File: config.mk
export PLATFORM = sky130hd
export DESIGN_NAME = fetch_sequencer_flat
export DESIGN_NICKNAME = d
export VERILOG_FILES = /design/src/rtl/fetch_pkg.sv /design/src/rtl/fetch_sequencer_if.sv /design/src/rtl/fetch_skid_buf.sv /design/src/rtl/fetch_sequencer.sv /design/src/flat_wrapper.sv
export SDC_FILE = /design/constraint.sdc
export NUM_CORES = 1
export LEC_CHECK = 0
export ABC_AREA = 1
export ABC_CLOCK_PERIOD_IN_PS = 2320
export CAP_MARGIN = 20
export CORE_ASPECT_RATIO = 0.75
export CORE_MARGIN = 2
export CORE_UTILIZATION = 45
export CTS_CLUSTER_DIAMETER = 120
export DETAILED_ROUTE_END_ITERATION = 10
export GPL_TIMING_DRIVEN = 0
export PLACE_DENSITY_LB_ADDON = 0.08
export SYNTH_ARGS = -nofsm -noshare
export SYNTH_HDL_FRONTEND = slang
export SYNTH_SLANG_ARGS = --single-unit
File: constraint.sdc
create_clock -name ClockInput -period 2.32 [get_ports ClockInput]
set_input_delay 0.348 -clock ClockInput [delete_from_list [all_inputs] [get_ports ClockInput]]
set_output_delay 0.348 -clock ClockInput [all_outputs]
set_load 0.01 [all_outputs]
File: src/rtl/fetch_pkg.sv
// Shared types and defaults for the IF-stage fetch sequencer.
// Latency: n/a (types and constants only).
// Backpressure: n/a.
// Contents: FSM state enum, skid-buffer entry struct, parameter defaults.
package fetch_pkg;

  typedef enum logic [1:0] {
    BOOT  = 2'd0,
    FETCH = 2'd1,
    DRAIN = 2'd2,
    HOLD  = 2'd3
  } fetch_state_e;

  // One fetched instruction together with the address it came from.
  typedef struct packed {
    logic [31:0] pc;
    logic [31:0] instr;
  } fetch_entry_t;

  localparam logic [31:0] RESET_VECTOR_DEF = 32'h0000_0000;
  localparam logic [31:0] PC_STEP_DEF      = 32'd4;
  localparam logic [31:0] NOP_WORD_DEF     = 32'h0000_0000;

endpackage

File: src/rtl/fetch_sequencer_if.sv
// Bundle of IF-stage signals: redirect/stall controls, imem req/ack port, ID-facing outputs.
// Latency: n/a (wiring only).
// Backpressure: MemReq is held until MemAck; IF_StallReq freezes the ID-facing outputs.
// Modports: master = sequencer side, slave = environment (core control, memory, ID stage).
// Optional FETCH_PERF_CNT_EN adds StallCycles[31:0] and FlushCount[15:0].
interface fetch_sequencer_if;

  logic [31:0] BranchAddress;
  logic        BranchSelection;
  logic        IF_StallReq;
  logic        MemReq;
  logic [31:0] MemAddr;
  logic        MemAck;
  logic [31:0] MemData;
  logic [31:0] Instruction;
  logic [31:0] ProgramCounter;
  logic        InstrValid;
`ifdef FETCH_PERF_CNT_EN
  logic [31:0] StallCycles;
  logic [15:0] FlushCount;

  modport master (
    input  BranchAddress, BranchSelection, IF_StallReq, MemAck, MemData,
    output MemReq, MemAddr, Instruction, ProgramCounter, InstrValid,
    output StallCycles, FlushCount
  );
  modport slave (
    output BranchAddress, BranchSelection, IF_StallReq, MemAck, MemData,
    input  MemReq, MemAddr, Instruction, ProgramCounter, InstrValid,
    input  StallCycles, FlushCount
  );
`else
  modport master (
    input  BranchAddress, BranchSelection, IF_StallReq, MemAck, MemData,
    output MemReq, MemAddr, Instruction, ProgramCounter, InstrValid
  );
  modport slave (
    output BranchAddress, BranchSelection, IF_StallReq, MemAck, MemData,
    input  MemReq, MemAddr, Instruction, ProgramCounter, InstrValid
  );
`endif

endinterface

File: src/rtl/fetch_skid_buf.sv
// One-entry {PC, instruction} holding register for a fetch that completes during a stall.
// Latency: entry visible on entry_o the cycle after load_i.
// Backpressure: full_o tells the owner to stop issuing; clear_i beats load_i beats pop_i.
// Ports: clk_i, rst_ni (sync active-low), load_i/pop_i/clear_i, entry_i -> full_o, entry_o.
module fetch_skid_buf
  import fetch_pkg::*;
(
  input  logic         clk_i,
  input  logic         rst_ni,
  input  logic         load_i,
  input  logic         pop_i,
  input  logic         clear_i,
  input  fetch_entry_t entry_i,
  output logic         full_o,
  output fetch_entry_t entry_o
);

  logic         full_q;
  fetch_entry_t entry_q;

  always_ff @(posedge clk_i) begin
    if (!rst_ni) begin
      full_q  <= 1'b0;
      entry_q <= '0;
    end else if (clear_i) begin
      full_q  <= 1'b0;
    end else if (load_i) begin
      full_q  <= 1'b1;
      entry_q <= entry_i;
    end else if (pop_i) begin
      full_q  <= 1'b0;
    end
  end

  assign full_o  = full_q;
  assign entry_o = entry_q;

endmodule

File: src/rtl/fetch_sequencer.sv
// IF-stage fetch sequencer: owns the PC, drives imem req/ack, applies redirects and stalls.
// Latency: 1 cycle from MemAck to Instruction/ProgramCounter/InstrValid; 1 instr/cycle at zero wait.
// Backpressure: IF_StallReq holds outputs, one ack during a stall lands in a skid buffer, then no new request.
// Ports: ClockInput, ResetInputN (sync active-low), bus (fetch_sequencer_if.master).
// Optional FETCH_PERF_CNT_EN: saturating StallCycles / FlushCount on the bus.
module fetch_sequencer
  import fetch_pkg::*;
#(
  parameter logic [31:0] RESET_VECTOR = RESET_VECTOR_DEF,
  parameter logic [31:0] PC_STEP      = PC_STEP_DEF,
  parameter logic [31:0] NOP_WORD     = NOP_WORD_DEF
) (
  input  logic              ClockInput,
  input  logic              ResetInputN,
  fetch_sequencer_if.master bus
);

  fetch_state_e state_q;
  logic         mem_req_q;
  logic [31:0]  mem_addr_q;
  logic [31:0]  fetch_pc_q, fetch_pc_d;
  logic [31:0]  instr_q, pc_q;
  logic         valid_q;

  logic         ack, pending, branch, stall;
  logic         buf_load, buf_pop, buf_full;
  fetch_entry_t buf_entry;

  // An ack only counts while a request is actually outstanding.
  assign ack     = mem_req_q &  bus.MemAck;
  assign pending = mem_req_q & ~bus.MemAck;
  assign branch  = bus.BranchSelection;
  assign stall   = bus.IF_StallReq;

  assign buf_load = ~branch & (state_q == FETCH) & ack & stall;
  assign buf_pop  = ~branch & (state_q == HOLD) & ~stall;

  fetch_skid_buf u_skid (
    .clk_i   (ClockInput),
    .rst_ni  (ResetInputN),
    .load_i  (buf_load),
    .pop_i   (buf_pop),
    .clear_i (branch),
    .entry_i ('{pc: fetch_pc_q, instr: bus.MemData}),
    .full_o  (buf_full),
    .entry_o (buf_entry)
  );

  always_comb begin
    fetch_pc_d = fetch_pc_q;
    if (branch) begin
      fetch_pc_d = BranchAddress_unused_guard(bus.BranchAddress);
    end else if ((state_q == FETCH) && ack) begin
      fetch_pc_d = fetch_pc_q + PC_STEP;
    end
  end

  function automatic logic [31:0] BranchAddress_unused_guard(input logic [31:0] a);
    return a;
  endfunction

  always_ff @(posedge ClockInput) begin
    if (!ResetInputN) begin
      state_q    <= BOOT;
      fetch_pc_q <= RESET_VECTOR;
      mem_req_q  <= 1'b0;
      mem_addr_q <= RESET_VECTOR;
      instr_q    <= NOP_WORD;
      pc_q       <= RESET_VECTOR;
      valid_q    <= 1'b0;
    end else begin
      fetch_pc_q <= fetch_pc_d;
      // The address only moves once the current request has finished, so it
      // stays stable across wait states and while draining a redirected fetch.
      if (!pending) begin
        mem_addr_q <= fetch_pc_d;
      end

      if (branch) begin
        valid_q   <= 1'b0;
        instr_q   <= NOP_WORD;
        mem_req_q <= 1'b1;
        state_q   <= pending ? DRAIN : FETCH;
      end else begin
        case (state_q)
          BOOT: begin
            state_q   <= FETCH;
            mem_req_q <= 1'b1;
          end
          FETCH: begin
            if (ack && stall) begin
              state_q   <= HOLD;
              mem_req_q <= 1'b0;
            end else if (ack) begin
              instr_q <= bus.MemData;
              pc_q    <= fetch_pc_q;
              valid_q <= 1'b1;
            end else if (!stall) begin
              // Wait state with ID free to advance: present a bubble, keep the PC.
              valid_q <= 1'b0;
              instr_q <= NOP_WORD;
            end
          end
          DRAIN: begin
            if (ack) begin
              state_q <= FETCH;
            end
          end
          HOLD: begin
            if (!stall) begin
              state_q   <= FETCH;
              mem_req_q <= 1'b1;
              if (buf_full) begin
                instr_q <= buf_entry.instr;
                pc_q    <= buf_entry.pc;
                valid_q <= 1'b1;
              end else begin
                instr_q <= NOP_WORD;
                valid_q <= 1'b0;
              end
            end
          end
          default: state_q <= BOOT;
        endcase
      end
    end
  end

  assign bus.MemReq         = mem_req_q;
  assign bus.MemAddr        = mem_addr_q;
  assign bus.Instruction    = instr_q;
  assign bus.ProgramCounter = pc_q;
  assign bus.InstrValid     = valid_q;

`ifdef FETCH_PERF_CNT_EN
  logic [31:0] stall_cnt_q;
  logic [15:0] flush_cnt_q;

  always_ff @(posedge ClockInput) begin
    if (!ResetInputN) begin
      stall_cnt_q <= '0;
      flush_cnt_q <= '0;
    end else begin
      if (stall && (stall_cnt_q != '1)) stall_cnt_q <= stall_cnt_q + 32'd1;
      if (branch && (flush_cnt_q != '1)) flush_cnt_q <= flush_cnt_q + 16'd1;
    end
  end

  assign bus.StallCycles = stall_cnt_q;
  assign bus.FlushCount  = flush_cnt_q;
`endif

endmodule
File: src/flat_wrapper.sv
// flat-port wrapper written by rule: the top's interface ports become plain ports
module fetch_sequencer_flat import fetch_pkg::*;
#(
  parameter logic [31:0] RESET_VECTOR = RESET_VECTOR_DEF,
  parameter logic [31:0] PC_STEP      = PC_STEP_DEF,
  parameter logic [31:0] NOP_WORD     = NOP_WORD_DEF
)
  (ClockInput, ResetInputN, bus_BranchAddress, bus_BranchSelection, bus_IF_StallReq, bus_MemAck, bus_MemData, bus_MemReq, bus_MemAddr, bus_Instruction, bus_ProgramCounter, bus_InstrValid);
  fetch_sequencer_if bus_i ();
  input  logic ClockInput;
  input  logic ResetInputN;
  input wire logic [$bits(bus_i.BranchAddress)-1:0] bus_BranchAddress;
  input wire logic [$bits(bus_i.BranchSelection)-1:0] bus_BranchSelection;
  input wire logic [$bits(bus_i.IF_StallReq)-1:0] bus_IF_StallReq;
  input wire logic [$bits(bus_i.MemAck)-1:0] bus_MemAck;
  input wire logic [$bits(bus_i.MemData)-1:0] bus_MemData;
  output wire logic [$bits(bus_i.MemReq)-1:0] bus_MemReq;
  output wire logic [$bits(bus_i.MemAddr)-1:0] bus_MemAddr;
  output wire logic [$bits(bus_i.Instruction)-1:0] bus_Instruction;
  output wire logic [$bits(bus_i.ProgramCounter)-1:0] bus_ProgramCounter;
  output wire logic [$bits(bus_i.InstrValid)-1:0] bus_InstrValid;
  assign bus_i.BranchAddress = bus_BranchAddress;
  assign bus_i.BranchSelection = bus_BranchSelection;
  assign bus_i.IF_StallReq = bus_IF_StallReq;
  assign bus_i.MemAck = bus_MemAck;
  assign bus_i.MemData = bus_MemData;
  assign bus_MemReq = bus_i.MemReq;
  assign bus_MemAddr = bus_i.MemAddr;
  assign bus_Instruction = bus_i.Instruction;
  assign bus_ProgramCounter = bus_i.ProgramCounter;
  assign bus_InstrValid = bus_i.InstrValid;
  fetch_sequencer #(.RESET_VECTOR(RESET_VECTOR), .PC_STEP(PC_STEP), .NOP_WORD(NOP_WORD)) u_core (.ClockInput(ClockInput), .ResetInputN(ResetInputN), .bus(bus_i));
endmodule
==> flow_metrics.env <==
export IMPL_p_leak_nw=4.54
export IMPL_grt_overflow=0
export IMPL_clock_sinks=197
export IMPL_ys_ff_latch=197
export IMPL_worstMarginPinSlew_ns=0.652
export IMPL_power_frac_seq_pct=47.0
export IMPL_crit_fanout=6
export IMPL_setup_viol=0
export IMPL_detail_route_antenna_nets=0
export IMPL_vias=8708
export IMPL_rsz0062_at_grt="false"
export IMPL_endpoint_kind="register"
export IMPL_portBuffers=166
export IMPL_firstDrtPassIters=7
export IMPL_slew_headroom_pct=56.6
export IMPL_initial_core_util_pct=45.8
export IMPL_antenna_found_initial=0
export IMPL_crit_arrival_ns=2.50
export IMPL_seq_area_um2=3940
export IMPL_hold_path_class="reg2reg"
export IMPL_multi_input_area_um2=3820
export IMPL_clk_latency_ns=0.44
export IMPL_grt_usage_pct=27.2
export IMPL_final_common_cell="nand2_1"
export IMPL_coreArea_um2=18500
export IMPL_areaGrowthSynthToFinish_pct=30.2
export IMPL_final_hold_viol_count=0
export IMPL_setup_ws_ns=0.165
export IMPL_fin_util_pct=59.7
export IMPL_cts_root_buf="clkbuf_16"
export IMPL_postPlaceCellArea_um2=10500
export IMPL_postCtsHoldBufs=0
export IMPL_mostFrequentLayoutCells="nand2_1, dfxtp_1, o21ai_0, clkdlybuf4s50_1, nor2_1"
export IMPL_synth_edf_count=0
export IMPL_fill_cells=1797
export IMPL_use_met2_pct=39.8
export IMPL_synthCells=1179
export IMPL_status="complete, no violations"
export IMPL_syn_num_nets=1252
export IMPL_final_cells=1624
export IMPL_row_count=43
export IMPL_drtIter0Drc=782
export IMPL_grt_busiest_layer="met1"
export IMPL_ios=167
export IMPL_p_sw_share_pct=28.7
export IMPL_worstSetupStartpointType="register"
export IMPL_place_ws_ns=-0.218
export IMPL_dp_hpwl_um=20300
export IMPL_holdWs_ns=0.473
export IMPL_synth_distinct_cells=33
export IMPL_yosysWarnings=0
export IMPL_die_x_um=163
export IMPL_grt_max_degree=20
export IMPL_cts_made_buffers=17
export IMPL_powerDensity_nw_per_um2=721
export IMPL_syn_area_um2=8480
export IMPL_drc=0
export IMPL_place_inst=1592
export IMPL_fmax_mhz=464
export IMPL_synthArstFlopShare_pct=0
export IMPL_met1_usage_pct=41.9
export IMPL_nets=1437
export IMPL_tns_ns=0
export IMPL_p_int_mw=5.68
export IMPL_diodes=0
export IMPL_grt_pass1_wl_um=42000
export IMPL_cap_violations=0
export IMPL_wl_um=27300
export IMPL_min_period_over_period_pct=92.9
export IMPL_synth_avg_cell_area_um2=7.20
export IMPL_seq_area_frac_synth_pct=46.5
export IMPL_max_vdd_ir_drop_v=0.000406
export IMPL_synthFlopType="dfxtp_1"
export IMPL_globalRouteMet3Util_pct=3.96
export IMPL_die_area_um2=20000
export IMPL_power_mw=7.96
export IMPL_fin_crit_ns=2.16
export IMPL_routabilityCongestion=0.957
export IMPL_worstSetupPathType="reg2reg"
export IMPL_design_area_um2=11000
export IMPL_clk_pin_slew_ns=0.08
export IMPL_clk_path_buf_depth=2
export IMPL_maxSlewViolCount=0
export IMPL_skew_ns=0.0108
export IMPL_avgViaCountPerCell=5.36
export IMPL_required_ns=2.66
export IMPL_htreeDepth=4
export IMPL_avgRoutedWirePerCell_um=16.8
export IMPL_die_h_um=123
export IMPL_pwr_share_clk_pct=37.4
export IMPL_grt_pass1_vias=7740
export IMPL_switching_power_mw=2.28
export IMPL_cts_tree="done"
export IMPL_drive_gt1_share_pct=6.39
export IMPL_comb_power_share_pct=15.6
==> timing repair <==
item,in CTS,in global routing
setup endpoints to repair,0,6
endpoints found under the hold margin,0,0
resized for setup,0,2
setup buffers,0,0
==> layer usage <==
| layer | vias to the layer above | part of all wire (%) |
|---|---|---|
| met2 | 331 | 42 |
| met3 | 27 | 7.2 |
| met4 | 0 | 1.3 |
| met5 | - | 0 |
| met1 | 4077 | 50 |
| li1 | 4273 | - |
==> layout make-up <==
cell class	count	area share (%)
timing repair buffer	166	15.0
inverter	111	3.77
sequential	197	35.7
clock inverter	15	1.45
buffer	74	2.81
multi-input combinational	797	34.6
tap	247	2.80
clock buffer	17	3.85
==> power by group through the flow <==
stage          Sequential [mW]  Clock [mW]  Combinational, mW
2_1_floorplan             3.84           0              0.542
3_3_place_gp              3.82           0               1.22
3_5_place_dp              3.81           0               1.23
4_1_cts                   3.74        3.02               1.24
5_1_grt                   3.76        3.16               1.36
6_report                  3.74        2.98               1.24
==> logic make-up (layout without fill, tap and decap cells) <==
logic type | after synthesis | after routing | synth area share [%]
fa+ha+maj | 4 | 4 | 0.590
xor+xnor | 3 | 3 | 0.310
compound gates | 311 | 311 | 19.7
mux | 2 | 2 | 0.236
buf+inv | 185 | 383 | 8.57
simple gates | 477 | 477 | 24.1
flops | 197 | 197 | 46.5
==> flip-flops by register name, indices dropped and copies added (netlist names) <==
register,cells
u_core.bus.Instruction,32
u_core.fetch_pc_q,32
u_core.bus.ProgramCounter,32
u_core.bus.InstrValid,1
u_core.u_skid.entry_o,64
u_core.bus.MemReq,1
u_core.u_skid.full_o,1
u_core.bus.MemAddr,32
u_core.state_q,2
==> cells in the mapped netlist, types with 2 or more instances <==
library cell | number | share of area, %
nand2_1 | 229 | 10
dfxtp_1 | 197 | 46
o21ai_0 | 171 | 10
nor2_1 | 134 | 5.9
inv_1 | 106 | 4.7
nand3_1 | 77 | 4.5
a31oi_1 | 65 | 4.8
a21oi_1 | 58 | 3.4
clkbuf_1 | 47 | 2.1
buf_2 | 23 | 1.4
nand4_1 | 9 | 0.66
or2_2 | 8 | 0.59
o21bai_1 | 7 | 0.62
nand3_2 | 5 | 0.59
nor2_4 | 5 | 0.66
ha_1 | 4 | 0.59
inv_2 | 4 | 0.18
o21ai_1 | 4 | 0.24
buf_1 | 3 | 0.13
nor2_2 | 3 | 0.22
o211ai_1 | 3 | 0.27
xor2_1 | 3 | 0.31
mux2i_1 | 2 | 0.24
nand2_2 | 2 | 0.15
nor3_1 | 2 | 0.12
==> path summary, 6_finish.rpt <==
check	slack [ns]	cells past startpoint	from	end
setup / recovery	0.16	10	u_core.fetch_pc_q[3]$_SDFF_PN0_	u_core.bus.MemAddr[12]$_SDFFE_PN0N_
hold / removal	0.47	2	u_core.u_skid.entry_o[48]$_SDFFE_PN0P_	u_core.bus.ProgramCounter[16]$_SDFFE_PN0P_
setup reg to reg	0.16	10	u_core.fetch_pc_q[3]$_SDFF_PN0_	u_core.bus.MemAddr[12]$_SDFFE_PN0N_
hold reg to reg	0.47	2	u_core.u_skid.entry_o[48]$_SDFFE_PN0P_	u_core.bus.ProgramCounter[16]$_SDFFE_PN0P_
==> critical path: stages, from the launching register on <==
cell and delay [ns]:
dfxtp_1 0.47, ha_1 0.21, inv_1 0.06, nor2_2 0.35
nand3_2 0.18, nor2_2 0.27, nand2_1 0.08, nand3_1 0.11
o21ai_1 0.11, o21bai_1 0.15, inv_1 0.05
No activity file was read; power rests on OpenSTA's default activity.
==> RTL change: new RTL, config.mk and constraints unchanged <==
Encoding of `fetch_state_e`: now Gray code (2 bits for 4 states).
--- a/src/rtl/fetch_pkg.sv
+++ b/src/rtl/fetch_pkg.sv
@@ -5,10 +5,10 @@
 package fetch_pkg;
 
   typedef enum logic [1:0] {
-    BOOT  = 2'd0,
-    FETCH = 2'd1,
-    DRAIN = 2'd2,
-    HOLD  = 2'd3
+    BOOT  = 2'b00,
+    FETCH = 2'b01,
+    DRAIN = 2'b11,
+    HOLD  = 2'b10
   } fetch_state_e;
 
   // One fetched instruction together with the address it came from.
Check against the original RTL: no difference found for any inputs over 4 cycles, from zero or initial values and one cycle with ResetInputN low; so few cycles prove little.
==> RTL change against the unedited design <==
- clock power decreased by 6%
- non-clock buffer count up 6
- worst hold slack lost 0.082 ns
- sequential power shrank 1%
- critical endpoint is now u_core.bus.Instruction[27]$_SDFFE_PP0P_
- critical path depth fell by 4
- final area is 1.2% higher
- largest power group unchanged
- critical path type is now input pin to flip-flop
- die area grew 2.2%
- sequential cell count unchanged
- routed wire length decreased by 1.2%
- via count rose by 0.86%
- sequential share of layout area fell by 0.43 points
- power decreased by 2.0%
- worst setup slack gained 0.065 ns
- highest routed layer unchanged
- synthesized area is 2.3% higher
==> RTL change: results (changes against the unedited design) <==
| Metric | Value |
|---|---|
| Outcome | finished clean |
| Slowest-stage cell, CP | clkdlybuf4s50_1 |
| Routed WL | 27.01 mm (-1.2%) |
| DP HPWL | 20.12 mm (-1.1%) |
| DR pass1 iterations | 5 (-2) |
| Syn nets | 1,270 (+1.4%) |
| Post-synthesis adder-cell area fraction | 0.1442% (-0.45 points) |
| First-pass GRT wire length | 41.96 mm (-0.16%) |
| Worst path max stage delay | 0.66 ns (+0.19 ns) |
| Clk pwr | 2.79 mW (-6%) |
| Hold WC Path Type | input pin to flip-flop |
| Leakage | 4.567 nW (+0.49%) |
| Port buffer count | 165 (-0.60%) |
| Commonest cells post-synth | dfxtp_1 (197), o21ai_0 (187), nor2_1 (173) |
| Largest net degree at the start of global routing | 19 (-5.0%) |
| VDD IR max | 0.0003477 V (-14%) |
| Final nets | 1,454 (+1.2%) |
| Area after DPL | 10,640 um^2 (+1.8%) |
| Final WS setup | 0.2296 ns (+0.06499 ns) |
| P_comb | 1.31 mW (+6%) |
| Vias/cell | 5.346 (-0.31%) |
| Placement Setup Slack | -0.1744 ns (+0.04394 ns) |
| Critical Path AT | 2.45 ns (-0.05 ns) |
| Worst rel slew slack | 51.78% (-4.8 points) |
| Sw frac | 28.95% (+0.26 points) |
| GR Util All Layers | 26.20% (-0.97 points) |
| Vias in the first global route | 7,594 (-1.9%) |
| Post-Synth XOR/XNOR Area | 0.4037% (+0.094 points) |
| Crit-path leading delay family | buffers and inverters |
| Post-synthesis mux area share | 0.2307% (-0.0053 points) |
| 1st-iter DRT viols | 838 (+7.2%) |
| Worst clock skew | 0.01511 ns (+0.004289 ns) |
| Netlist cell types | 39 (+18%) |
| Share of layout cells above drive strength 1 | 7.235% (+0.84 points) |
| Flop-to-flop setup slack | 0.45 ns (+0.29 ns) |
| Sequential cell area fraction in the yosys report | 45.44% (-1.0 points) |
| Max FO, Critical Path | 10 (+4) |
-- RTL change: cell types whose count changed in the layout (fill, tap and decap cells not counted), sizes merged, moves of 4 or more --
cell	unedited run	this run
o211ai	3	7
nand2	231	149
buf	27	35
nor2	143	186
nand3	82	139
o21ai	176	192
a31oi	65	33
-- RTL change: final timing paths --
check / startpoint / endpoint / cells after the start
setup reg to reg: u_core.fetch_pc_q[3]$_SDFF_PN0_ / u_core.fetch_pc_q[10]$_SDFF_PN0_ / 8
setup / recovery: ResetInputN / u_core.bus.Instruction[27]$_SDFFE_PP0P_ / 6
hold / removal: bus_BranchSelection / u_core.bus.Instruction[0]$_SDFFE_PP0P_ / 4
hold reg to reg: u_core.u_skid.entry_o[47]$_SDFFE_PN0P_ / u_core.u_skid.entry_o[47]$_SDFFE_PN0P_ / 2
-- RTL change: through the flow --
step           total power [mW]  std cells
6_report                  7.801       1643
4_1_cts                   7.803       1643
3_3_place_gp              5.055       1612
2_1_floorplan             4.415       1200
3_5_place_dp              5.063       1612
5_1_grt                   8.092       1643
-- RTL change: routing by layer --
metal / vias to the layer above / global-route usage, % / wire length, um
met1: 4039 / 44.20 / 14340
met5: - / 0 / 0
met4: 0 / 5.986 / 272
met2: 368 / 32.96 / 10110
met3: 21 / 4.895 / 2284
li1: 4355 / - / -
-- RTL change: cells by family (layout without fill, tap and decap cells) --
logic type      after synthesis  in the layout
fa+ha+maj                     1              1
compound gates              303            303
buf+inv                     191            387
flops                       197            197
xor+xnor                      4              4
simple gates                502            502
mux                           2              2
-- RTL change: area by class of cell --
cell class                 instances  area (um^2)
fill                            1750         7488
timing repair buffer             165         1652
clock inverter                    13        112.6
inverter                         110        412.9
clock buffer                      18        429.2
sequential                       197         3944
tap                              247        309.0
buffer                            81        391.6
multi-input combinational        812         3930
